--- src/rtl/seq_divider_pkg.sv ---
// Shared definitions for the sequential divider. The state encoding matches
// the shift-add multiplier so one controller can decode both blocks the same way.
package div_pkg;

  localparam int DIV_WIDTH = 32;
  localparam int CNT_W     = $clog2(DIV_WIDTH);

  typedef enum logic [1:0] {
    IDLE = 2'b00,
    INIT = 2'b01,
    CALC = 2'b10,
    DONE = 2'b11
  } state_t;

endpackage

--- src/rtl/seq_divider_if.sv ---
// Start/finish handshake and sign-magnitude operand/result bundle.
interface seq_divider_if #(
  parameter int WIDTH = 32
);
  logic             start;
  logic [WIDTH-1:0] a;
  logic [WIDTH-1:0] b;
  logic [WIDTH-1:0] quot;
  logic [WIDTH-1:0] rem;
  logic             finish;
  logic             busy;
  logic             div_zero;

  modport master (
    output start, a, b,
    input  quot, rem, finish, busy, div_zero
  );

  modport slave (
    input  start, a, b,
    output quot, rem, finish, busy, div_zero
  );
endinterface

--- src/rtl/seq_divider_step.sv ---
// One restoring division step: shift the next dividend bit into the partial
// remainder, try subtracting the divisor, keep the result only if non-negative.
module div_step #(
  parameter int WIDTH = 32
) (
  input  logic [WIDTH-1:0] p,
  input  logic [WIDTH-2:0] q,
  input  logic [WIDTH-2:0] b_mag,
  output logic [WIDTH-1:0] p_next,
  output logic [WIDTH-2:0] q_next
);
  logic [WIDTH-1:0] shifted;
  logic [WIDTH-1:0] trial;
  // The partial remainder never reaches its top bit, so it is shifted out.
  logic             unused_p_msb;

  assign unused_p_msb = p[WIDTH-1];

  // Trial subtraction and restore decision for a single quotient bit.
  always_comb begin
    shifted = {p[WIDTH-2:0], q[WIDTH-2]};
    trial   = shifted - {1'b0, b_mag};
    if (!trial[WIDTH-1]) begin
      p_next = trial;
      q_next = {q[WIDTH-3:0], 1'b1};
    end else begin
      p_next = shifted;
      q_next = {q[WIDTH-3:0], 1'b0};
    end
  end
endmodule

--- src/rtl/seq_divider.sv ---
// Sequential sign-magnitude restoring divider, one quotient bit per cycle.
module seq_divider
  import div_pkg::*;
#(
  parameter int WIDTH = DIV_WIDTH
) (
  input  logic          clk,
  input  logic          rst,
  seq_divider_if.slave  ifc
);
  state_t             state_reg;
  state_t             state_next;
  logic [CNT_W-1:0]   count_reg;
  logic [WIDTH-1:0]   p_reg;
  logic [WIDTH-2:0]   q_reg;
  logic [WIDTH-2:0]   b_mag_reg;
  logic               a_sign_reg;
  logic               b_sign_reg;
  logic [WIDTH-1:0]   quot_reg;
  logic [WIDTH-1:0]   rem_reg;
  logic               div_zero_reg;
  logic [WIDTH-1:0]   p_next;
  logic [WIDTH-2:0]   q_next;
  logic               b_zero;
  logic               last_step;
  logic [WIDTH-2:0]   a_mag;

  // -0 divisor is treated as zero, so only the magnitude matters.
  assign a_mag     = ifc.a[WIDTH-2:0];
  assign b_zero    = ~|ifc.b[WIDTH-2:0];
  assign last_step = (count_reg == CNT_W'(WIDTH-2));

  div_step #(.WIDTH(WIDTH)) u_step (
    .p      (p_reg),
    .q      (q_reg),
    .b_mag  (b_mag_reg),
    .p_next (p_next),
    .q_next (q_next)
  );

  // State register.
  always_ff @(posedge clk) begin
    if (!rst) state_reg <= IDLE;
    else      state_reg <= state_next;
  end

  // Next-state decode.
  always_comb begin
    state_next = state_reg;
    case (state_reg)
      IDLE: if (ifc.start) state_next = INIT;
      INIT: state_next = b_zero ? DONE : CALC;
      CALC: if (last_step) state_next = DONE;
      DONE: state_next = IDLE;
      default: state_next = IDLE;
    endcase
  end

  // Datapath: operand capture, iteration and result write-back.
  always_ff @(posedge clk) begin
    if (!rst) begin
      count_reg    <= '0;
      p_reg        <= '0;
      q_reg        <= '0;
      b_mag_reg    <= '0;
      a_sign_reg   <= 1'b0;
      b_sign_reg   <= 1'b0;
      quot_reg     <= '0;
      rem_reg      <= '0;
      div_zero_reg <= 1'b0;
    end else begin
      case (state_reg)
        INIT: begin
          a_sign_reg   <= ifc.a[WIDTH-1];
          b_sign_reg   <= ifc.b[WIDTH-1];
          b_mag_reg    <= ifc.b[WIDTH-2:0];
          count_reg    <= '0;
          p_reg        <= '0;
          q_reg        <= a_mag;
          div_zero_reg <= 1'b0;
          if (b_zero) begin
            // Saturated quotient; the dividend is returned as the remainder.
            div_zero_reg <= 1'b1;
            quot_reg     <= {ifc.a[WIDTH-1] ^ ifc.b[WIDTH-1], {(WIDTH-1){1'b1}}};
            rem_reg      <= {ifc.a[WIDTH-1] & (|a_mag), a_mag};
          end
        end
        CALC: begin
          p_reg     <= p_next;
          q_reg     <= q_next;
          count_reg <= count_reg + 1'b1;
          if (last_step) begin
            // Zero magnitudes are always reported with a positive sign.
            quot_reg <= {(a_sign_reg ^ b_sign_reg) & (|q_next), q_next};
            rem_reg  <= {a_sign_reg & (|p_next[WIDTH-2:0]), p_next[WIDTH-2:0]};
          end
        end
        default: ;
      endcase
    end
  end

  assign ifc.quot     = quot_reg;
  assign ifc.rem      = rem_reg;
  assign ifc.div_zero = div_zero_reg;
  assign ifc.finish   = (state_reg == DONE);
  assign ifc.busy     = (state_reg == INIT) || (state_reg == CALC);
endmodule

--- src/flat_wrapper.sv ---
// flat-port wrapper written by rule: the top's interface ports become plain ports
module seq_divider_flat import div_pkg::*;
#(
  parameter int WIDTH = DIV_WIDTH
)
  (clk, rst, ifc_start, ifc_a, ifc_b, ifc_quot, ifc_rem, ifc_finish, ifc_busy, ifc_div_zero);
  seq_divider_if #(.WIDTH(WIDTH)) ifc_i ();
  input  logic clk;
  input  logic rst;
  input wire logic [$bits(ifc_i.start)-1:0] ifc_start;
  input wire logic [$bits(ifc_i.a)-1:0] ifc_a;
  input wire logic [$bits(ifc_i.b)-1:0] ifc_b;
  output wire logic [$bits(ifc_i.quot)-1:0] ifc_quot;
  output wire logic [$bits(ifc_i.rem)-1:0] ifc_rem;
  output wire logic [$bits(ifc_i.finish)-1:0] ifc_finish;
  output wire logic [$bits(ifc_i.busy)-1:0] ifc_busy;
  output wire logic [$bits(ifc_i.div_zero)-1:0] ifc_div_zero;
  assign ifc_i.start = ifc_start;
  assign ifc_i.a = ifc_a;
  assign ifc_i.b = ifc_b;
  assign ifc_quot = ifc_i.quot;
  assign ifc_rem = ifc_i.rem;
  assign ifc_finish = ifc_i.finish;
  assign ifc_busy = ifc_i.busy;
  assign ifc_div_zero = ifc_i.div_zero;
  seq_divider #(.WIDTH(WIDTH)) u_core (.clk(clk), .rst(rst), .ifc(ifc_i));
endmodule
--- config.mk ---
export PLATFORM = sky130hd
export DESIGN_NAME = seq_divider_flat
export DESIGN_NICKNAME = d
export VERILOG_FILES = /design/src/rtl/seq_divider_pkg.sv /design/src/rtl/seq_divider_if.sv /design/src/rtl/seq_divider_step.sv /design/src/rtl/seq_divider.sv /design/src/flat_wrapper.sv
export SDC_FILE = /design/constraint.sdc
export NUM_CORES = 1
export LEC_CHECK = 0
export ABC_AREA = 1
export CORE_ASPECT_RATIO = 1.5
export CORE_MARGIN = 4
export CORE_UTILIZATION = 35
export CTS_BUF_LIST = sky130_fd_sc_hd__clkbuf_4
export DETAILED_ROUTE_END_ITERATION = 8
export HOLD_SLACK_MARGIN = 0.12
export PLACE_DENSITY = 0.61
export SKIP_CTS_REPAIR_TIMING = 1
export SLEW_MARGIN = 10
export SYNTH_ARGS = -nofsm -noshare
export SYNTH_HDL_FRONTEND = slang
export SYNTH_SLANG_ARGS = --single-unit
export TNS_END_PERCENT = 100
--- constraint.sdc ---
create_clock -name clk -period 5.7 [get_ports clk]
set_clock_uncertainty 0.15 [all_clocks]
set_input_delay 1.14 -clock clk [delete_from_list [all_inputs] [get_ports clk]]
set_output_delay 1.14 -clock clk [all_outputs]
set_load 0.005 [all_outputs]
# Word-level counts from Yosys, hierarchy flattened
# Cells that the tools add are included.
# totals
word_cells	49
reg_bits	167
# op_classes
bitwise_logic	5
eq_ne	7
addsub	2
muxes	16
reduce_logical	9
# ops
cell	count
$mux W32	4
$pmux W32 S2	2
$pmux W31 S2	2
$reduce_or A31 Y1	4
$sub A32 B31 Y32	1
$mux W31	1
$pmux W5 S2	1
$pmux W2 S4	1
$add A5 B1 Y5 const B	1
$eq A5 B5 Y1 const B	1
$eq A2 B2 Y1 const B	2
$mux W2	2
$ne A2 B2 Y1 const B	2
$and A1 B1 Y1	3
$mux W1	3
$reduce_and A3 Y1	1
$eq A2 B1 Y1 const B	1
$logic_not A2 Y1	1
$ne A2 B1 Y1 const B	1
$reduce_and A2 Y1	1
$reduce_bool A2 Y1	1
$xor A1 B1 Y1	2
$logic_or A1 B1 Y1	1

# Longest topological paths before layout
# Gate-level depths: netlist of the first run.
# depth
word_depth	6
mapped_depth	23
mapped_depth_nobuf	22

# Cells and area by module
# Synthesis of the first run repeated with hierarchy kept, for this count alone.
# unflattened
hier_cells	1701
area_unflattened_um2	10448.8
# by_module_without_submodules
module	area_per_inst_um2	cells_per_inst	n_inst	seq_area_each_um2
seq_divider	7454.6	1082	1	3363.2
div_step	2994.1	619	1	0.0

# Worst setup path after synthesis of the first run
# OpenSTA, ideal clock, no wires.
# synth_path
path_type	input port to flip-flop
startpoint	input ifc_b[20]
endpoint	register u_core.rem_reg[11], in the netlist u_core.ifc.rem[11]
n_path_buf	2
cell_stages	8
arrival_ns	2.449
setup_slack_ns	2.982
path_cell_list	nor4_1 > nand4_1 > o21ai_0 > nand2_1 > clkbuf_1 > clkbuf_1 > o31ai_1 > inv_1
# synth_between
elab_chain_cells	3
# synth_rtl
item	line_no	source
start, declared	flat_wrapper.sv:12	input wire logic [$bits(ifc_i.b)-1:0] ifc_b;
$reduce_or A31 Y1	seq_divider.sv:30	assign b_zero = ~|ifc.b[WIDTH-2:0];
$ne A2 B2 Y1 (no source line)	n/a	
$reduce_and A3 Y1 (no source line)	n/a	
end signal, assigned	seq_divider.sv:85	rem_reg <= {ifc.a[WIDTH-1] & (|a_mag), a_mag};
end signal, assigned	seq_divider.sv:95	rem_reg <= {a_sign_reg & (|p_next[WIDTH-2:0]), p_next[WIDTH-2:0]};
end, declared	seq_divider.sv:20	logic [WIDTH-1:0] rem_reg;
# Every way passes these cells.
# A chain may end at the register's enable or synchronous reset.

# Worst setup path in the final report of the first run
# layout_path
startpoint	input ifc_b[15]
endpoint	register u_core.rem_reg[20], in the netlist u_core.ifc.rem[20]
# Same word-level chain as after synthesis.

==> results of run 1 <==
==> where the power goes <==
group	internal, W	switching [W]
Clock	0.000386	0.000433
Combinational	0.00196	0.00389
Sequential	0.00156	0.000221
Total	0.00390	0.00454
==> layout make-up <==
cell class,instances,area (um2)
fill,3136,16620
multi-input combinational,1087,5313
sequential,167,3343
timing repair buffer,143,1401
inverter,322,1209
tap,390,488.0
clock inverter,15,209.0
clock buffer,17,127.6
antenna,1,2.502
==> worst max-delay path: cells and delay by family <==
kind	cells	cell delay, ns
buffers and inverters	5	1.66
AND/OR/NAND/NOR	5	1.16
AO/OA/AOI/OAI	2	0.38
==> metrics by stage <==
stage	hold WS (ns)	utilization, %	setup WS (ns)	cell area, um2	power (W)
after floorplan	0.2854	-	2.982	10180	0.006138
after global placement	0.3039	40.93	0.9978	11750	0.007608
after detailed placement	0.3098	40.93	0.9495	11750	0.007643
after CTS	0.3281	42.10	1.590	12090	0.008502
after global routing	0.3517	42.11	1.319	12090	0.009432
final	0.3288	42.11	1.725	12090	0.008441
==> path summary, 6_finish.rpt <==
kind                       startpoint                  end  slack, ns  depth (start not counted)
hold reg to reg   u_core.b_mag_reg[7]  u_core.b_mag_reg[7]       0.33                          2
setup reg to reg  u_core.state_reg[0]   u_core.ifc.rem[20]       2.29                         12
hold / removal    u_core.b_mag_reg[7]  u_core.b_mag_reg[7]       0.33                          2
setup / recovery            ifc_b[15]   u_core.ifc.rem[20]       1.72                         12
==> per-layer routing <==
| metal | GRT usage [%] | routed length, um |
|---|---|---|
| met4 | 6.716 | 860 |
| met1 | 22.90 | 13130 |
| met2 | 35.00 | 15770 |
| met5 | 0 | 0 |
| met3 | 3.020 | 984 |
==> kinds of logic (layout without fill, tap and decap cells) <==
group                      Yosys count  in the layout  synth area share (%)
adders and majority gates           40             40                 4.988
AOI/OAI and AO/OA                  341            341                 17.73
other                                0              1                     0
xor gates and xnor gates            16             16                 1.376
buffers and inverters              393            497                 15.00
DFF                                167            167                 32.83
and+or+nand+nor                    690            690                 28.07
==> cells in the final DEF, fill, tap and decap left out, types with 5 or more instances in the layout <==
cell type,count
o31ai_1,22
nor2_1,232
nor3_1,11
inv_1,313
xnor2_1,9
clkbuf_4,17
nand4_1,14
clkdlybuf4s50_1,132
buf_4,10
bufinv_16,5
dfxtp_1,167
ha_1,39
clkinv_1,6
nand2_2,6
xor2_1,7
o21ai_0,143
a21oi_1,160
nand2_1,346
nand3_1,42
o211ai_1,5
inv_2,7
nand2_4,5
nor4_1,20
==> synth_stat cells (all sizes together) <==
library cell,count
nand2,357
inv,320
nor2,238
dfxtp,167
a21oi,162
o21ai,144
clkbuf,57
nand3,44
ha,39
o31ai,22
nor4,20
buf,14
nand4,14
nor3,11
xnor2,9
xor2,7
o211ai,5
a31oi,4
nand3b,3
a21o,2
clkinv,2
a41oi,1
and2,1
and3,1
fa,1
nor3b,1
o21bai,1
==> key figures, run 1 <==
Layout
  – Nets@finish: 1845
  – Area growth syn-to-layout: 18.75%
  – Layout cell share with drive strength beyond 1: 3.826%
  – Finished Layout Cells: 2142

STA
  – RSZ-0062 raised after global routing: false
  – Fin crit period: 3.975 ns
  – Fin. max-slew vios: 0
  – Final setup vio count: 0
  – Max_slew headroom: 27.52%
  – Final setup TNS: 0 ns
  – F_max: 251.6 MHz
  – Crit share post-route: 69.74%
  – Worst Tran Pin Value: 1.087 ns
  – Final hold violations: 0

Drt
  – Pre-Repair DR Iteration Count: 5
  – DRC marker count from the first detailed-route iteration: 576
  – Via count: 10130
  – Via density: 4.731
  – DRT antenna net count: 0
  – Routed WL: 30750 um
  – Routed len/inst: 14.36 um
  – Residual DRC count: 0

Yosys
  – Register area share after synthesis: 32.83%
  – Synth cell types: 38
  – Syn. warnings: 0
  – Mapped Cells: 1647
  – Synth area leaders: dfxtp_1 (33%), nand2_1 (13%), inv_1 (12%)
  – Seq cells post-synth: 167
  – Avg Cell Area, Syn: 6.183 um2
  – Post-synth net total: 1754
  – Dominant cell type by area after synthesis: dfxtp_1
  – Share of the synthesized area in the top cell type: 32.83%
  – Post-Syn Area: 0.01018 mm2

Global route
  – GRT overflow: 0
  – First-pass GRT wire length: 49400 um
  – Global Route Usage Sum: 19.25%
  – Vias in the first global route: 9721
  – Initial antenna violation count: 1
  – Largest net degree at the start of global routing: 99

CTS
  – Clk Latency, worst-skew pair: 0.60 ns
  – CTS tree: yes
  – Clock root buffer: clkbuf_4
  – Clk slew on worst S/H paths: 0.13 ns
  – # clock sinks: 167
  – H-tree depth: 4
  – Clk buf depth: 2
  – CTS Buf Count: 17

Run status
  – Outcome: completed

Placed design
  – Dpl hpwl: 23640 um
  – Port bufs: 133
  – Placer Congestion: 0.8790
  – DP Cell Count: 2109

Worst hold path
  – Hold Crit Class: register to register

Flow run
  – Max-cap violations: 0

Worst setup path
  – Setup crit start kind: primary input
  – Crit-path slowest cell: nor4_1
  – Slowest stage delay, CP: 0.66 ns
  – Cell Chain, Critical Path: clkdlybuf4s50_1, nor4_1, nand4_1, o21ai_0, nand2_1, buf_4, inv_2, buf_4, nor2_1, nor2_1, o31ai_1, inv_1
  – Data required, critical path: 6.10 ns
  – CP endpoint kind: register
  – CP max FO: 41
  – CP Data Arrival Time: 4.38 ns
  – Critical path type: primary input to register

Power
  – Power Dens Cells: 698.0 mW/mm2
  – Static leakage: 6.201 nW
  – Peak VDD IR: 0.3114 mV

Floorplanning
  – Io pins: 134
  – Initial Utilization: 35.46%
  – Die H: 216.9 um
  – Total die area: 0.03195 mm2
  – FP Rows: 76
  – Die X: 147.3 um
  – Core area: 0.02872 mm2
(Power assumes the default switching activity.)
==> inputs of run 2 (changes only) <==
--- a/config.mk
+++ b/config.mk
@@ -12,7 +12,7 @@
 export CTS_BUF_LIST = sky130_fd_sc_hd__clkbuf_4
 export DETAILED_ROUTE_END_ITERATION = 8
 export HOLD_SLACK_MARGIN = 0.12
-export PLACE_DENSITY = 0.61
+export PLACE_DENSITY = 0.63
 export SKIP_CTS_REPAIR_TIMING = 1
 export SLEW_MARGIN = 10
 export SYNTH_ARGS = -nofsm -noshare
==> constraint.sdc (replaced) <==
create_clock -name clk -period 3.6 [get_ports clk]
set_clock_uncertainty 0.15 [all_clocks]
set_input_delay 0.72 -clock clk [delete_from_list [all_inputs] [get_ports clk]]
set_output_delay 0.72 -clock clk [all_outputs]
set_load 0.005 [all_outputs]
==> key figures, run 2 (synthesis results as in run 1) <==
Drt
  – Via density: 4.806
  – Via count: 10330
  – Routed length on met1: 13080 um
  – Residual DRC count: 0
  – Uppermost layer routed: met4
  – DRC marker count from the first detailed-route iteration: 700
  – Met3 WL: 1064 um
  – Routed WL: 31710 um
  – WL met2: 16240 um
  – Pre-Repair DR Iteration Count: 5
  – DRT antenna net count: 0
  – Routed len/inst: 14.76 um

Layout
  – Commonest non-fill, non-tap cell in the layout: nand2_1
  – Area growth syn-to-layout: 18.86%
  – Nets@finish: 1852
  – Most frequent cells in the layout: nand2_1 (346), inv_1 (313), nor2_1 (232), dfxtp_1 (167), a21oi_1 (160)
  – Core Util, Final: 42.15%
  – Layout cell share with drive strength beyond 1: 4.437%
  – Finished Layout Cells: 2149

STA
  – Final setup vio count: 0
  – Worst Tran Pin Value: 0.7082 ns
  – Fin. max-slew vios: 0
  – Final setup TNS: 0 ns
  – RSZ-0062 raised after global routing: false
  – Final hold violations: 0
  – Max_slew headroom: 52.35%
  – Crit share post-route: 94.51%
  – Fin crit period: 3.403 ns
  – F_max: 293.9 MHz

Worst setup path
  – Worst r2r dst: u_core.ifc.rem[31]
  – Setup crit start kind: register
  – Slowest stage delay, CP: 0.74 ns
  – Crit-path slowest cell: ha_1
  – Buf/Inv on CP: 2
  – Launch point of the worst path: u_core.state_reg[0]
  – CP endpoint kind: output port
  – CP top delay family: buffers and inverters
  – R2R Path Start: u_core.b_mag_reg[18]
  – Critical path type: register to output port
  – Critical Path End: ifc_busy
  – Cell Chain, Critical Path: inv_1, ha_1, clkdlybuf4s50_1
  – CP Data Arrival Time: 2.53 ns
  – Worst reg-to-reg setup slack: 0.53 ns
  – Data required, critical path: 2.73 ns
  – CP max FO: 17
  – Register-to-Register Path Depth: 20
  – Crit path depth: 3

Floorplanning
  – FP Rows: 76
  – Io pins: 134
  – Total die area: 0.03195 mm2
  – Initial Utilization: 35.46%
  – Core area: 0.02872 mm2
  – Die H: 216.9 um
  – Die X: 147.3 um

Run status
  – Outcome: completed

CTS
  – CTS tree: yes
  – Clock root buffer: clkbuf_4
  – CTS Buf Count: 17
  – H-tree depth: 4
  – # clock sinks: 167
  – Clk buf depth: 2
  – Clk slew on worst S/H paths: 0.15 ns
  – Clk Latency, worst-skew pair: 0.63 ns

Placed design
  – DP Cell Count: 2116
  – Dpl hpwl: 24580 um
  – Placer Congestion: 0.9059
  – Port bufs: 133

Power
  – Power Dens Cells: 1102 mW/mm2
  – Peak VDD IR: 0.4651 mV
  – Static leakage: 6.197 nW

Global route
  – First-pass GRT wire length: 50290 um
  – GRT overflow: 0
  – Initial antenna violation count: 1
  – Vias in the first global route: 9904
  – Global Route Usage Sum: 19.75%
  – Largest net degree at the start of global routing: 69

Flow run
  – Max-cap violations: 0

Worst hold path
  – Hold Crit Class: register to register
  – Hold Crit Depth: 2
-- run 2: cell count changes in the layout (fill, tap and decap cells not counted) --
cell / change
buf_12: +3
buf_4: +4
bufinv_16: -4
clkinv_1: -4
clkinv_2: +2
clkinv_4: -2
clkinvlp_4: +5
inv_6: +3
-- run 2: metal layers --
layer | vias to the layer above | track usage, %
met5 | - | 0
met4 | 0 | 9.515
met3 | 60 | 2.895
met2 | 224 | 35.63
met1 | 4692 | 22.77
li1 | 5352 | -
-- run 2: area by class of cell --
cell class / instances / area [um2]
Fill cell: 3215 / 16610
Multi-Input combinational cell: 1087 / 5313
Sequential cell: 167 / 3343
Timing Repair Buffer: 150 / 1491
Inverter: 322 / 1209
Tap cell: 390 / 488.0
Clock inverter: 15 / 130.1
Clock buffer: 17 / 127.6
Antenna cell: 1 / 2.502
-- run 2: worst reg2reg max path: stages (launching register included) --
cell	delay, ns
dfxtp_1	0.34
inv_1	0.09
ha_1	0.38
nand2_1	0.19
inv_2	0.04
nand2_1	0.06
nand2_1	0.07
nand2_1	0.06
nand2_1	0.10
a21oi_4	0.23
nand3_2	0.14
nand2_4	0.31
nand2_1	0.09
nand2_1	0.11
nand2_1	0.06
nor2_1	0.11
nand2_1	0.09
nor2_1	0.17
nand2_1	0.08
nand2_1	0.06
a21oi_1	0.05
-- run 2: how the worst min path moves through the flow --
stage	from	endpoint	slack, ns
6_report	u_core.b_mag_reg[23]	u_core.b_mag_reg[23]	0.32
5_1_grt	u_core.b_mag_reg[14]	u_core.b_mag_reg[14]	0.35
4_1_cts	u_core.b_mag_reg[23]	u_core.b_mag_reg[23]	0.33
3_5_place_dp	u_core.b_mag_reg[23]	u_core.b_mag_reg[23]	0.31
3_3_place_gp	u_core.b_mag_reg[23]	u_core.b_mag_reg[23]	0.30
2_1_floorplan	u_core.b_mag_reg[15]	u_core.b_mag_reg[15]	0.29
-- run 2: stage by stage --
| step | worst slack [ns] | hold slack, ns | power, W | area [um2] |
|---|---|---|---|---|
| 2_1_floorplan | 1.182 | 0.2854 | 0.009718 | 10180 |
| 3_3_place_gp | 0.3108 | 0.3005 | 0.01219 | 11840 |
| 3_5_place_dp | 0.2661 | 0.3056 | 0.01226 | 11840 |
| 4_1_cts | 0.1721 | 0.3255 | 0.01341 | 12100 |
| 5_1_grt | 0.05913 | 0.3509 | 0.01479 | 12100 |
| 6_report | 0.1975 | 0.3230 | 0.01334 | 12100 |
-- run 2: report_power, final --
part           leakage, nW  internal, W  switching [W]
registers             1.38      0.00247       0.000359
logic                 4.69      0.00318        0.00626
clock network        0.127     0.000342       0.000730
